==> config.mk <==
export PLATFORM = sky130hd
export DESIGN_NAME = axis_pkt_gen_flat
export DESIGN_NICKNAME = d
export VERILOG_FILES = /design/src/rtl/axis_pkg.sv /design/src/rtl/axis_if.sv /design/src/rtl/axis_pkt_gen.sv /design/src/flat_wrapper.sv
export SDC_FILE = /design/constraint.sdc
export NUM_CORES = 1
export LEC_CHECK = 0
export CORE_MARGIN = 4
export CORE_UTILIZATION = 55
export DETAILED_ROUTE_END_ITERATION = 8
export PLACE_DENSITY = 0.9
export SLEW_MARGIN = 20
export SYNTH_ARGS = -nofsm -noshare
export SYNTH_HDL_FRONTEND = slang
export SYNTH_SLANG_ARGS = --single-unit
export TNS_END_PERCENT = 20
==> constraint.sdc <==
create_clock -name m_axis_clk -period 7.4 [get_ports m_axis_clk]
set_input_delay 1.11 -clock m_axis_clk [delete_from_list [all_inputs] [get_ports m_axis_clk]]
set_output_delay 1.11 -clock m_axis_clk [all_outputs]
set_load 0.03 [all_outputs]
==> src/rtl/axis_pkg.sv <==
// Shared types for the AXI4-Stream traffic generator: FSM state encoding
// and helpers used by the generator and its bench.
package axis_pkg;

  typedef enum logic [1:0] {
    IDLE = 2'd0,
    SEND = 2'd1,
    GAP  = 2'd2
  } axis_gen_state_e;

  // Index of the final beat for a programmed length; a length of 0 behaves as 1.
  function automatic logic [7:0] last_beat_idx8(input logic [7:0] len);
    return (len == 8'd0) ? 8'd0 : len - 8'd1;
  endfunction

endpackage

==> src/rtl/axis_if.sv <==
// AXI4-Stream bundle (tvalid/tready/tdata/tlast) with master and slave views.
interface axis_if #(
  parameter int DATA_WIDTH = 8
) ();

  // Handshake: a beat transfers on any rising edge where tvalid && tready.
  // Once tvalid is high, tdata/tlast hold and tvalid stays high until that transfer.
  logic                  tvalid;
  logic                  tready;
  logic [DATA_WIDTH-1:0] tdata;
  logic                  tlast;

  modport master (output tvalid, output tdata, output tlast, input tready);
  modport slave  (input tvalid, input tdata, input tlast, output tready);

endinterface

==> src/rtl/axis_pkt_gen.sv <==
// AXI4-Stream packet source: programmable length/count/gap, incrementing data
// starting at a seed, stop at packet boundary, all outputs driven from flops.
module axis_pkt_gen
  import axis_pkg::*;
#(
  parameter int DATA_WIDTH = 8,
  parameter int LEN_WIDTH  = 8,
  parameter int CNT_WIDTH  = 8,
  parameter int GAP_WIDTH  = 4
) (
  input  logic                  m_axis_clk,
  input  logic                  m_axis_rst,
  input  logic                  cfg_start,
  input  logic                  cfg_stop,
  input  logic [LEN_WIDTH-1:0]  cfg_len,
  input  logic [CNT_WIDTH-1:0]  cfg_pkt_cnt,
  input  logic [GAP_WIDTH-1:0]  cfg_gap,
  input  logic [DATA_WIDTH-1:0] cfg_seed,
  output logic                  busy,
  output logic                  done,
  output logic [CNT_WIDTH-1:0]  pkts_sent,
  output axis_gen_state_e       state,
  axis_if.master                m_axis
);

  // The beat struct lives here because a package typedef cannot take DATA_WIDTH.
  typedef struct packed {
    logic [DATA_WIDTH-1:0] tdata;
    logic                  tlast;
  } axis_beat_t;

  axis_gen_state_e       state_q, state_d;
  logic [LEN_WIDTH-1:0]  len_q, beat_q, last_idx;
  logic [CNT_WIDTH-1:0]  pkt_cnt_q, pkts_q, pkts_inc;
  logic [GAP_WIDTH-1:0]  gap_q, gap_cnt_q, gap_last;
  logic [DATA_WIDTH-1:0] data_q;
  logic                  stop_q, done_q;
  logic                  fire, is_last, eop, stop_seen, run_done;
  axis_beat_t            beat;

  assign last_idx  = (len_q == '0) ? '0 : len_q - 1'b1;
  assign gap_last  = gap_q - 1'b1;
  assign pkts_inc  = pkts_q + 1'b1;
  assign is_last   = (beat_q == last_idx);
  assign fire      = (state_q == SEND) && m_axis.tready;
  assign eop       = fire && is_last;
  assign stop_seen = stop_q || cfg_stop;
  assign run_done  = ((pkt_cnt_q != '0) && (pkts_inc == pkt_cnt_q)) || stop_seen;

  // State register
  always_ff @(posedge m_axis_clk) begin
    if (m_axis_rst) state_q <= IDLE;
    else            state_q <= state_d;
  end

  // Next-state logic
  always_comb begin
    state_d = state_q;
    unique case (state_q)
      IDLE: if (cfg_start) state_d = SEND;
      SEND: begin
        if (eop) begin
          if (run_done)         state_d = IDLE;
          else if (gap_q != '0) state_d = GAP;
          else                  state_d = SEND;
        end
      end
      GAP: begin
        if (stop_seen)                state_d = IDLE;
        else if (gap_cnt_q == gap_last) state_d = SEND;
      end
      default: state_d = IDLE;
    endcase
  end

  // Outputs decode only flops, so tready never reaches an output combinationally.
  always_comb begin
    beat.tdata    = data_q;
    beat.tlast    = (state_q == SEND) && is_last;
    m_axis.tvalid = (state_q == SEND);
    m_axis.tdata  = beat.tdata;
    m_axis.tlast  = beat.tlast;
    busy          = (state_q != IDLE);
    done          = done_q;
    pkts_sent     = pkts_q;
    state         = state_q;
  end

  // Configuration capture, beat/data/packet/gap counters
  always_ff @(posedge m_axis_clk) begin
    if (m_axis_rst) begin
      len_q     <= '0;
      pkt_cnt_q <= '0;
      gap_q     <= '0;
      beat_q    <= '0;
      data_q    <= '0;
      pkts_q    <= '0;
      gap_cnt_q <= '0;
      stop_q    <= 1'b0;
      done_q    <= 1'b0;
    end else begin
      done_q <= (state_q != IDLE) && (state_d == IDLE);
      if (state_q == IDLE) begin
        stop_q    <= 1'b0;
        gap_cnt_q <= '0;
        if (cfg_start) begin
          len_q     <= cfg_len;
          pkt_cnt_q <= cfg_pkt_cnt;
          gap_q     <= cfg_gap;
          data_q    <= cfg_seed;
          beat_q    <= '0;
          pkts_q    <= '0;
        end
      end else begin
        if (cfg_stop) stop_q <= 1'b1;
        if (fire) begin
          data_q <= data_q + 1'b1;
          beat_q <= is_last ? '0 : beat_q + 1'b1;
          if (is_last) pkts_q <= pkts_inc;
        end
        gap_cnt_q <= (state_q == GAP) ? gap_cnt_q + 1'b1 : '0;
      end
    end
  end

endmodule

==> src/flat_wrapper.sv <==
// flat-port wrapper written by rule: the top's interface ports become plain ports
module axis_pkt_gen_flat import axis_pkg::*;
#(
  parameter int DATA_WIDTH = 8,
  parameter int LEN_WIDTH  = 8,
  parameter int CNT_WIDTH  = 8,
  parameter int GAP_WIDTH  = 4
)
  (m_axis_clk, m_axis_rst, cfg_start, cfg_stop, cfg_len, cfg_pkt_cnt, cfg_gap, cfg_seed, busy, done, pkts_sent, state, m_axis_tvalid, m_axis_tdata, m_axis_tlast, m_axis_tready);
  axis_if #(.DATA_WIDTH(DATA_WIDTH)) m_axis_i ();
  input  logic m_axis_clk;
  input  logic m_axis_rst;
  input  logic cfg_start;
  input  logic cfg_stop;
  input  logic [LEN_WIDTH-1:0] cfg_len;
  input  logic [CNT_WIDTH-1:0] cfg_pkt_cnt;
  input  logic [GAP_WIDTH-1:0] cfg_gap;
  input  logic [DATA_WIDTH-1:0] cfg_seed;
  output logic busy;
  output logic done;
  output logic [CNT_WIDTH-1:0] pkts_sent;
  output axis_gen_state_e state;
  output wire logic [$bits(m_axis_i.tvalid)-1:0] m_axis_tvalid;
  output wire logic [$bits(m_axis_i.tdata)-1:0] m_axis_tdata;
  output wire logic [$bits(m_axis_i.tlast)-1:0] m_axis_tlast;
  input wire logic [$bits(m_axis_i.tready)-1:0] m_axis_tready;
  assign m_axis_tvalid = m_axis_i.tvalid;
  assign m_axis_tdata = m_axis_i.tdata;
  assign m_axis_tlast = m_axis_i.tlast;
  assign m_axis_i.tready = m_axis_tready;
  axis_pkt_gen #(.DATA_WIDTH(DATA_WIDTH), .LEN_WIDTH(LEN_WIDTH), .CNT_WIDTH(CNT_WIDTH), .GAP_WIDTH(GAP_WIDTH)) u_core (.m_axis_clk(m_axis_clk), .m_axis_rst(m_axis_rst), .cfg_start(cfg_start), .cfg_stop(cfg_stop), .cfg_len(cfg_len), .cfg_pkt_cnt(cfg_pkt_cnt), .cfg_gap(cfg_gap), .cfg_seed(cfg_seed), .busy(busy), .done(done), .pkts_sent(pkts_sent), .state(state), .m_axis(m_axis_i));
endmodule
== Word level (Yosys, flattened, before mapping) ==
Cells that the tools add are included.

* Register bits: 52
* Bits of input ports: 33
* Output and inout bits: 22
* Logic and storage cells: 61

* Bitwise gates (word level): 1
* $add $sub $neg: 6
* Mux-type cells: 18
* Equality and inequality tests: 6
* Reductions and logical operators: 20

{| class="wikitable"
|+ Operators with widths
! operator !! count
|-
| 8-bit two-way mux || 11
|-
| 8-bit by 1-bit adder with 8-bit output, second input constant || 3
|-
| 8-bit == test || 2
|-
| 2-bit two-way mux || 6
|-
| 8-bit logical NOT || 1
|-
| 8-bit nonzero test || 1
|-
| 8-bit by 1-bit subtractor with 8-bit output, second input constant || 1
|-
| 2-bit case mux with 3 select lines || 1
|-
| 2-bit nonzero test || 3
|-
| 1-bit logical AND || 5
|-
| 4-bit by 1-bit adder with 4-bit output, second input constant || 1
|-
| 4-bit == test || 1
|-
| 2-bit logical NOT || 2
|-
| 2-bit AND reduction || 2
|-
| 4-bit nonzero test || 1
|-
| 4-bit by 1-bit subtractor with 4-bit output, second input constant || 1
|-
| 3-bit AND reduction || 1
|-
| 3-bit OR reduction || 1
|-
| 2-bit by 1-bit == test with 1-bit output, second input constant || 1
|-
| 2-bit == test, second input constant || 1
|-
| 1-bit logical OR || 2
|-
| 2-bit inequality test, second input constant || 1
|-
| 2-bit OR reduction || 1
|-
| 1-bit inverter || 1
|}

== Logic depth before layout (Yosys ltp) ==
Gate-level depths: netlist (run 1).

* Depth in word-level cells: 9
* Mapped depth: 10
* Gate-level depth less buffers: 10

== Worst setup path after synthesis (run 1) ==
No wires, ideal clock.

* Kind: flip-flop to output port
* Start point: register u_core.len_q[0]
* End point: output port m_axis_tlast
* Data arrival time: 2.120 ns
* Slack: 4.170 ns
* Cell stages (with the launch flop): 7
* Required time: 6.290 ns
* Path buffers: 0
* Cells stage by stage: dfxtp_1 -> or4_1 -> or4_4 -> nand3_2 -> nand3_2 -> nor3_1 -> and4_1

* Longest elaborated chain between the ends: 4
* Elaborated cells between the ends (all ways): 5
* Classes of those cells: 1 x add/sub; 1 x eq/ne; 1 x mux; 2 x reduce/logical

{| class="wikitable"
|+ Ends and longest elaborated chain
! what !! RTL line !! text
|-
| from (decl) || axis_pkt_gen.sv:33 || <nowiki>logic [LEN_WIDTH-1:0] len_q, beat_q, last_idx;</nowiki>
|-
| from (signal assigned) || axis_pkt_gen.sv:107 || <nowiki>len_q <= cfg_len;</nowiki>
|-
| 8-bit by 1-bit subtractor with 8-bit output or 8-bit logical NOT (tied branches) || axis_pkt_gen.sv:41 || <nowiki>assign last_idx = (len_q == '0) ? '0 : len_q - 1'b1;</nowiki>
|-
| 8-bit two-way mux * || axis_pkt_gen.sv:41 ||
|-
| 8-bit == test * || axis_pkt_gen.sv:44 || <nowiki>assign is_last = (beat_q == last_idx);</nowiki>
|-
| 1-bit logical AND * || axis_pkt_gen.sv:79 || <nowiki>beat.tlast = (state_q == SEND) && is_last;</nowiki>
|-
| to (decl) || flat_wrapper.sv:25 || <nowiki>output wire logic [$bits(m_axis_i.tlast)-1:0] m_axis_tlast;</nowiki>
|}

Mark *: on every way between the ends. The rest lies on a longest branch, timed or not.

== Final worst setup path (run 1) ==
Same ends and word-level chain as after synthesis.

==> results of run 1 <==
[path summary, 6_finish.rpt]
| check | startpoint | end | slack [ns] |
|---|---|---|---|
| max | u_core.len_q[0]$_SDFFE_PP0P_ | m_axis_tlast | 3.23 |
| min | u_core.gap_q[1]$_SDFFE_PP0P_ | u_core.gap_q[1]$_SDFFE_PP0P_ | 0.48 |
| max reg2reg | u_core.len_q[0]$_SDFFE_PP0P_ | u_core.pkts_sent[5]$_SDFFE_PP0P_ | 4.39 |
| min reg2reg | u_core.gap_q[1]$_SDFFE_PP0P_ | u_core.gap_q[1]$_SDFFE_PP0P_ | 0.48 |
[metrics by stage]
step	cells	cell area (um2)
final	492	3560
after global routing	492	3560
after CTS	492	3560
after detailed placement	484	3460
after global placement	484	3460
after floorplan	374	2880
[worst min-delay path, delay by kind of cell, from the launching register on]
family	cells	cell delay (ns)
AND/OR/NAND/NOR	1	0.06
flip-flops	1	0.33
AO/OA/AOI/OAI	1	0.05
[power by group through the flow]
| stage | Clock [mW] | Sequential, mW | Combinational, mW |
|---|---|---|---|
| 4_1_cts | 0.193 | 0.303 | 0.135 |
| 3_5_place_dp | 0 | 0.310 | 0.134 |
| 5_1_grt | 0.205 | 0.305 | 0.149 |
| 2_1_floorplan | 0 | 0.314 | 0.0839 |
| 6_report | 0.191 | 0.304 | 0.135 |
| 3_3_place_gp | 0 | 0.309 | 0.129 |
[registers in the layout, indices dropped and copies added (netlist names)]
signal and cells:
u_core.len_q 8, u_core.beat_q 8, u_core.gap_q 4, u_core.pkts_sent 8, u_core.done 1, u_core.stop_q 1
u_core.m_axis.tdata 8, u_core.pkt_cnt_q 8, u_core.gap_cnt_q 4, u_core.state 2
[cell type report]
class,count,area (um2),share of cell area [%]
Sequential cell,52,1040,29.2
Inverter,7,26.3,0.737
Timing Repair Buffer,56,556,15.6
Clock inverter,2,35.0,0.983
Tap cell,70,87.6,2.46
Clock buffer,6,72.6,2.04
Multi-Input combinational cell,299,1750,49.0
[metal layers]
metal / share of wire [%] / vias to the layer above / routed length, um / GRT usage, %
li1: - / 1402 / - / -
met1: 43 / 1325 / 3060 / 28.4
met2: 50 / 97 / 3570 / 40.7
met3: 5.9 / 9 / 424 / 4.71
met4: 1.3 / 0 / 91 / 5.74
met5: 0 / - / 0 / 0
[cells in the mapped netlist (all sizes together), types with 3 or more instances]
master  instances
ha              6
nor2b           5
dfxtp          52
xnor2          24
and3            7
a31oi           5
o21ai          16
nor3           11
xor2            7
a21oi          43
mux2i           5
a22oi           4
and2            3
or4             4
nand2          69
inv             7
a211o           3
nor2           31
nor4            5
nand3          20
clkbuf         14
or3b            3
nor3b           6
[cells by family after synthesis]
family,Yosys count,synth area share [%]
AOI/OAI and AO/OA,82,16.4
DFF,52,36.1
and+or+nand+nor,175,30.3
xor gates and xnor gates,31,9.41
buffers and inverters,23,3.43
muxes,5,1.74
adders and majority gates,6,2.60
==> results by group, run 1 <==
Timing
  – Setup violations, final: 0
  – Fmax: 240 MHz
  – Final hold violations: 0
  – Final worst slack: around 3.2 ns
  – Final TNS setup: 0 ns
  – Slew @ Worst Pin: ~0.76 ns
  – Clk_skew: approximately 0.0066 ns
  – Max-Slew Margin vs Limit: 49.1%
  – Unrepaired setup endpoints after global routing: no
  – Final worst-path cycle share: a little under three fifths
  – Final worst path period need: about 4.2 ns
  – Worst hold slack: 0.483 ns
  – Max Slew Vio Count: 0

Logic synthesis
  – Yosys top cell area share: 36.1%
  – Ys flop type: dfxtp_1
  – Syn_area_per_cell: slightly below 8 um2
  – Area of the mapped netlist: 2880 um2
  – Synth cell types: 48
  – Register bit total from synthesis: 52
  – Number of flops mapped to enable cells by yosys: 0
  – Syn nets: around 410
  – Sequential area share after synthesis: between 30 and 40%
  – Area contributors post-synth: dfxtp_1 (36%), nand2_1 (9.0%), a21oi_1 (7.5%), xnor2_1 (7.3%), nor2_1 (4.0%)
  – Area leader, netlist: dfxtp_1
  – Async SR Flop Fraction: 0%
  – Synthesis Warnings: 0
  – Synth Instances: around 370

Worst setup path
  – Reg2Reg Depth: 8
  – CP max FO: 8
  – CP endpoint kind: output port
  – Slowest stage cell, crit path: clkdlybuf4s50_1
  – Buf/Inv on CP: 2
  – CP top delay family: buffers and inverters
  – Worst Path Required: about 6.3 ns
  – Crit path largest cell delay: ~0.67 ns
  – Worst-path cell chain: inv_1 -> ha_1 -> nor3b_1 -> xnor2_1 -> nand2_1 -> a211o_2 -> nand3_1 -> and4_1 -> clkdlybuf4s50_1
  – Startpoint Class: flip-flop
  – Critical path arrival: just over 3 ns
  – WP depth: 9
  – CP Class: reg -> out

Outcome
  – Status: complete, no violations

CTS
  – Clk Latency, worst-skew pair: approximately 0.3 ns
  – Postcts setup bufs: 0
  – TritonCTS Buffers: 5
  – Worst-path clk slew: approximately 0.090 ns
  – TritonCTS clock tree: yes
  – Hold buffer count at cts: 0
  – CTS resizes: 0
  – CTS sink cnt: 52
  – H-tree lvl count: 2
  – Clock Tree Root: clkbuf_8
  – CTS Buffer Depth: 2

Layout
  – Commonest non-fill, non-tap cells in the layout: nand2_1 (69), clkdlybuf4s50_1 (54), dfxtp_1 (52)
  – Layout filler cell count: about 430
  – Final net count: 460
  – Ant. Diodes: 0
  – Layout cells sized above 1: under 10%
  – Area grow syn2layout: 23.6%
  – Commonest non-fill, non-tap cell in the layout: nand2_1
  – Final core area utilization: between 60% and 70%

Route
  – DRT antenna net count: 0
  – Post-Route WL: just over 7000 um
  – Via count: approximately 2.8k
  – Vias per std cell: 5.76
  – Routed len/inst: approximately 15 um
  – Drt pass-1 iters: 4
  – DRC: 0
  – Initial DRC count: about 230

Floorplan
  – Initial Util: about 56%
  – # IOs: 55
  – Die H: between 80 and 90 um
  – Core Region: 5110 um2
  – Die Width: between 80 and 90 um
  – Die area: between 6000 and 7000 um2
  – Core Rows: 26

Worst hold path
  – Hold Crit Class: reg -> reg
  – Hold depth: 2

Pwr
  – Pleak: between 1 and 1.5 nW
  – Power density cells: roughly 180 nW/um2
  – Clock power share: just over 30%
  – Switching Share: between 20 and 30%
  – Part of the power in registers: between 40% and 50%
  – Total power: about 0.63 mW
  – Worst vdd ir: 106 uV
  – Int Pwr: between 0.4 and 0.5 mW
  – Combinational Power Share: 21.4%
  – NetSw: roughly 0.18 mW

GRT
  – Number of global-route vias before repair: approximately 2.6k
  – First-pass GRT wire length: around 12000 um
  – Pin count of the biggest net entering global routing: 46
  – Antenna violations before repair: 0
  – Total track usage: between 20% and 30%
  – Remaining Overflow, GRT: 0

Placed design
  – DP Worst Slack: between 3 and 4 ns
  – Gpl congestion: between 0.9 and 1
  – Port bufs: 54
  – DP Wirelength: around 5100 um

Flow run
  – Max Cap Viol: 0
(Power assumes the default switching activity.)
==> inputs of run 2 (changes only) <==
Settings changed: CORE_UTILIZATION 55 to 52, PLACE_DENSITY 0.9 to 0.86.
Clock period 7.4 ns to 4.4 ns, I/O delays scaled along.
==> run 2 against run 1 <==
Against the previous run: final cell count rose by 0.20%; count of clock-buffer cells in the layout unchanged; wire length decreased by 0.77%; design area decreased by 0.32%; clock skew up 0.00074 ns; non-clock buffer count grew 1; global-route usage down 0.85 points; clock power grew 43%.
==> results by group, run 2 (same netlist as run 1, synthesis figures left out) <==
Layout
  – Commonest non-fill, non-tap cells in the layout: nand2_1 (69), clkdlybuf4s50_1 (54), dfxtp_1 (52)
  – Ant. Diodes: 0 (unchanged)
  – Layout cells sized above 1: 4.49% (+0.23 points)
  – Area grow syn2layout: 23.2%
  – Fin area: 3550 um2 (-0.32%)
  – Final core area utilization: 67.8% (-1.9 points)
  – Final net count: 461 (+0.22%)
  – Layout filler cell count: 445 (+4.0%)
  – Commonest non-fill, non-tap cell in the layout: nand2_1

Route
  – Vias per std cell: 5.71 (-0.87%)
  – Initial DRC count: 175 (-25%)
  – Post-Route WL: 7100 um (-0.77%)
  – DRT antenna net count: 0 (unchanged)
  – Drt pass-1 iters: 4 (unchanged)
  – Routed len/inst: 14.4 um (-0.97%)
  – DRC: 0 (unchanged)
  – Via count: 2814 (-0.67%)

Placed design
  – Post-DP Area: 3460 um2 (+0.22%)
  – Gpl congestion: 0.930 (-0.84%)
  – DP Wirelength: 5240 um (+2.0%)
  – Port bufs: 54 (unchanged)

CTS
  – CTS Buffer Depth: 2 (unchanged)
  – Clk Latency, worst-skew pair: 0.31 ns (about the same)
  – CTS sink cnt: 52 (unchanged)
  – Clock Tree Root: clkbuf_8
  – Worst-path clk slew: 0.10 ns (about the same)
  – TritonCTS clock tree: yes
  – CTS resizes: 0 (unchanged)
  – Postcts setup bufs: 0 (unchanged)
  – Hold buffer count at cts: 0 (unchanged)
  – TritonCTS Buffers: 5 (unchanged)
  – H-tree lvl count: 2 (unchanged)

Timing
  – Setup violations, final: 0 (unchanged)
  – Max Slew Vio Count: 0 (unchanged)
  – Final hold violations: 0 (unchanged)
  – Slew @ Worst Pin: 1.01 ns (+0.246 ns)
  – Clk_skew: 0.00734 ns (+0.000736 ns)
  – Worst hold slack: 0.487 ns (+0.00443 ns)
  – Final TNS setup: 0 ns (unchanged)
  – Fmax: approximately 270 MHz
  – Final worst path period need: roughly 3.7 ns
  – Final worst-path cycle share: 85.2%
  – Max-Slew Margin vs Limit: 32.6% (-16 points)
  – Unrepaired setup endpoints after global routing: no

GRT
  – Pin count of the biggest net entering global routing: 29 (-37%)
  – Number of global-route vias before repair: 2564 (-3.2%)
  – First-pass GRT wire length: 11900 um (+0.58%)
  – Remaining Overflow, GRT: 0 (unchanged)
  – Antenna violations before repair: 0 (unchanged)
  – Total track usage: 22.2% (-0.85 points)

Floorplan
  – Die Width: 82.5 um (+2.6%)
  – Core Rows: 26 (unchanged)
  – # IOs: 55 (unchanged)
  – Core Region: 5240 um2 (+2.5%)
  – Die area: 6800 um2 (+5.2%)
  – Initial Util: 55.1% (-1.4 points)
  – Die H: 82.5 um (+2.6%)

Worst setup path
  – Worst R2R End: u_core.pkts_sent[3]$_SDFFE_PP0P_
  – Worst Path Required: 3.74 ns (-2.55 ns)
  – R2R setup slack: 1.42 ns (-2.97 ns)
  – CP Class: reg -> out
  – Startpoint Class: flip-flop
  – CP endpoint kind: output port
  – CP max FO: 6 (-2)
  – Critical path arrival: 3.09 ns (+0.03 ns)
  – Reg2reg start: u_core.len_q[0]$_SDFFE_PP0P_
  – Reg2Reg Depth: 8 (unchanged)

Pwr
  – Worst vdd ir: 145 uV (+37%)
  – Total power: 1.01 mW (+61%)
  – Pleak: 1.25 nW (-0.73%)
  – Power density cells: 285 nW/um2 (+61%)

Worst hold path
  – Hold depth: 1 (-1)
  – Hold Startpoint: u_core.gap_cnt_q[0]$_SDFF_PP0_
  – Hold Crit Class: reg -> reg
  – Hold Path Sink: u_core.gap_cnt_q[0]$_SDFF_PP0_

Flow run
  – Max Cap Viol: 0 (unchanged)

Outcome
  – Status: complete, no violations
==> run 2: layer usage <==
layer / vias to the layer above / share of wire, % / global-route usage, %
met3: 5 / 4.2 / 3.58
li1: 1407 / - / -
met1: 1342 / 45 / 29.0
met2: 60 / 50 / 37.9
met4: 0 / 0.92 / 5.48
met5: - / 0 / 0
==> run 2: final cells by class <==
| class | count | area, um2 | area share, % |
|---|---|---|---|
| clock inverters | 2 | 16.3 | 0.458 |
| well taps | 70 | 87.6 | 2.46 |
| flip-flops and latches | 52 | 1040 | 29.3 |
| repair buffers | 57 | 563 | 15.8 |
| multi-input cells | 299 | 1750 | 49.2 |
| inverters | 7 | 26.3 | 0.739 |
| clock buffers | 6 | 72.6 | 2.04 |
==> run 2: how the worst max path moves through the flow <==
| stage | start | endpoint | slack (ns) | depth (start not counted) |
|---|---|---|---|---|
| floorplan | u_core.len_q[0]$_SDFFE_PP0P_ | m_axis_tlast | 1.62 | 6 |
| finish | u_core.len_q[0]$_SDFFE_PP0P_ | m_axis_tlast | 0.65 | 7 |
| detailed placement | u_core.len_q[0]$_SDFFE_PP0P_ | m_axis_tlast | 1.00 | 7 |
| global route | u_core.len_q[0]$_SDFFE_PP0P_ | m_axis_tlast | 0.44 | 8 |
| global placement | u_core.len_q[0]$_SDFFE_PP0P_ | m_axis_tlast | 1.08 | 7 |
| CTS | u_core.len_q[0]$_SDFFE_PP0P_ | m_axis_tlast | 0.66 | 7 |
==> run 2: critical path, cell delays in order (launching register included) <==
cell and delay, ns:
dfxtp_1 0.37, or4_1 0.56, or4_4 0.52, nand3_2 0.09
nand3_2 0.09, nor3_1 0.27, and4_1 0.23, clkdlybuf4s50_1 0.66
==> run 2: stage by stage <==
stage	std cells	setup slack [ns]
after global routing	493	0.444
after floorplan	374	1.62
final	493	0.651
after CTS	493	0.658
after global placement	485	1.08
after detailed placement	485	1.00
==> run 2: where the power goes <==
group	total, mW	internal [mW]	switching [mW]
Combinational	0.229	0.103	0.126
Sequential	0.511	0.489	0.0219
Clock	0.273	0.113	0.160
Total	1.01	0.705	0.307
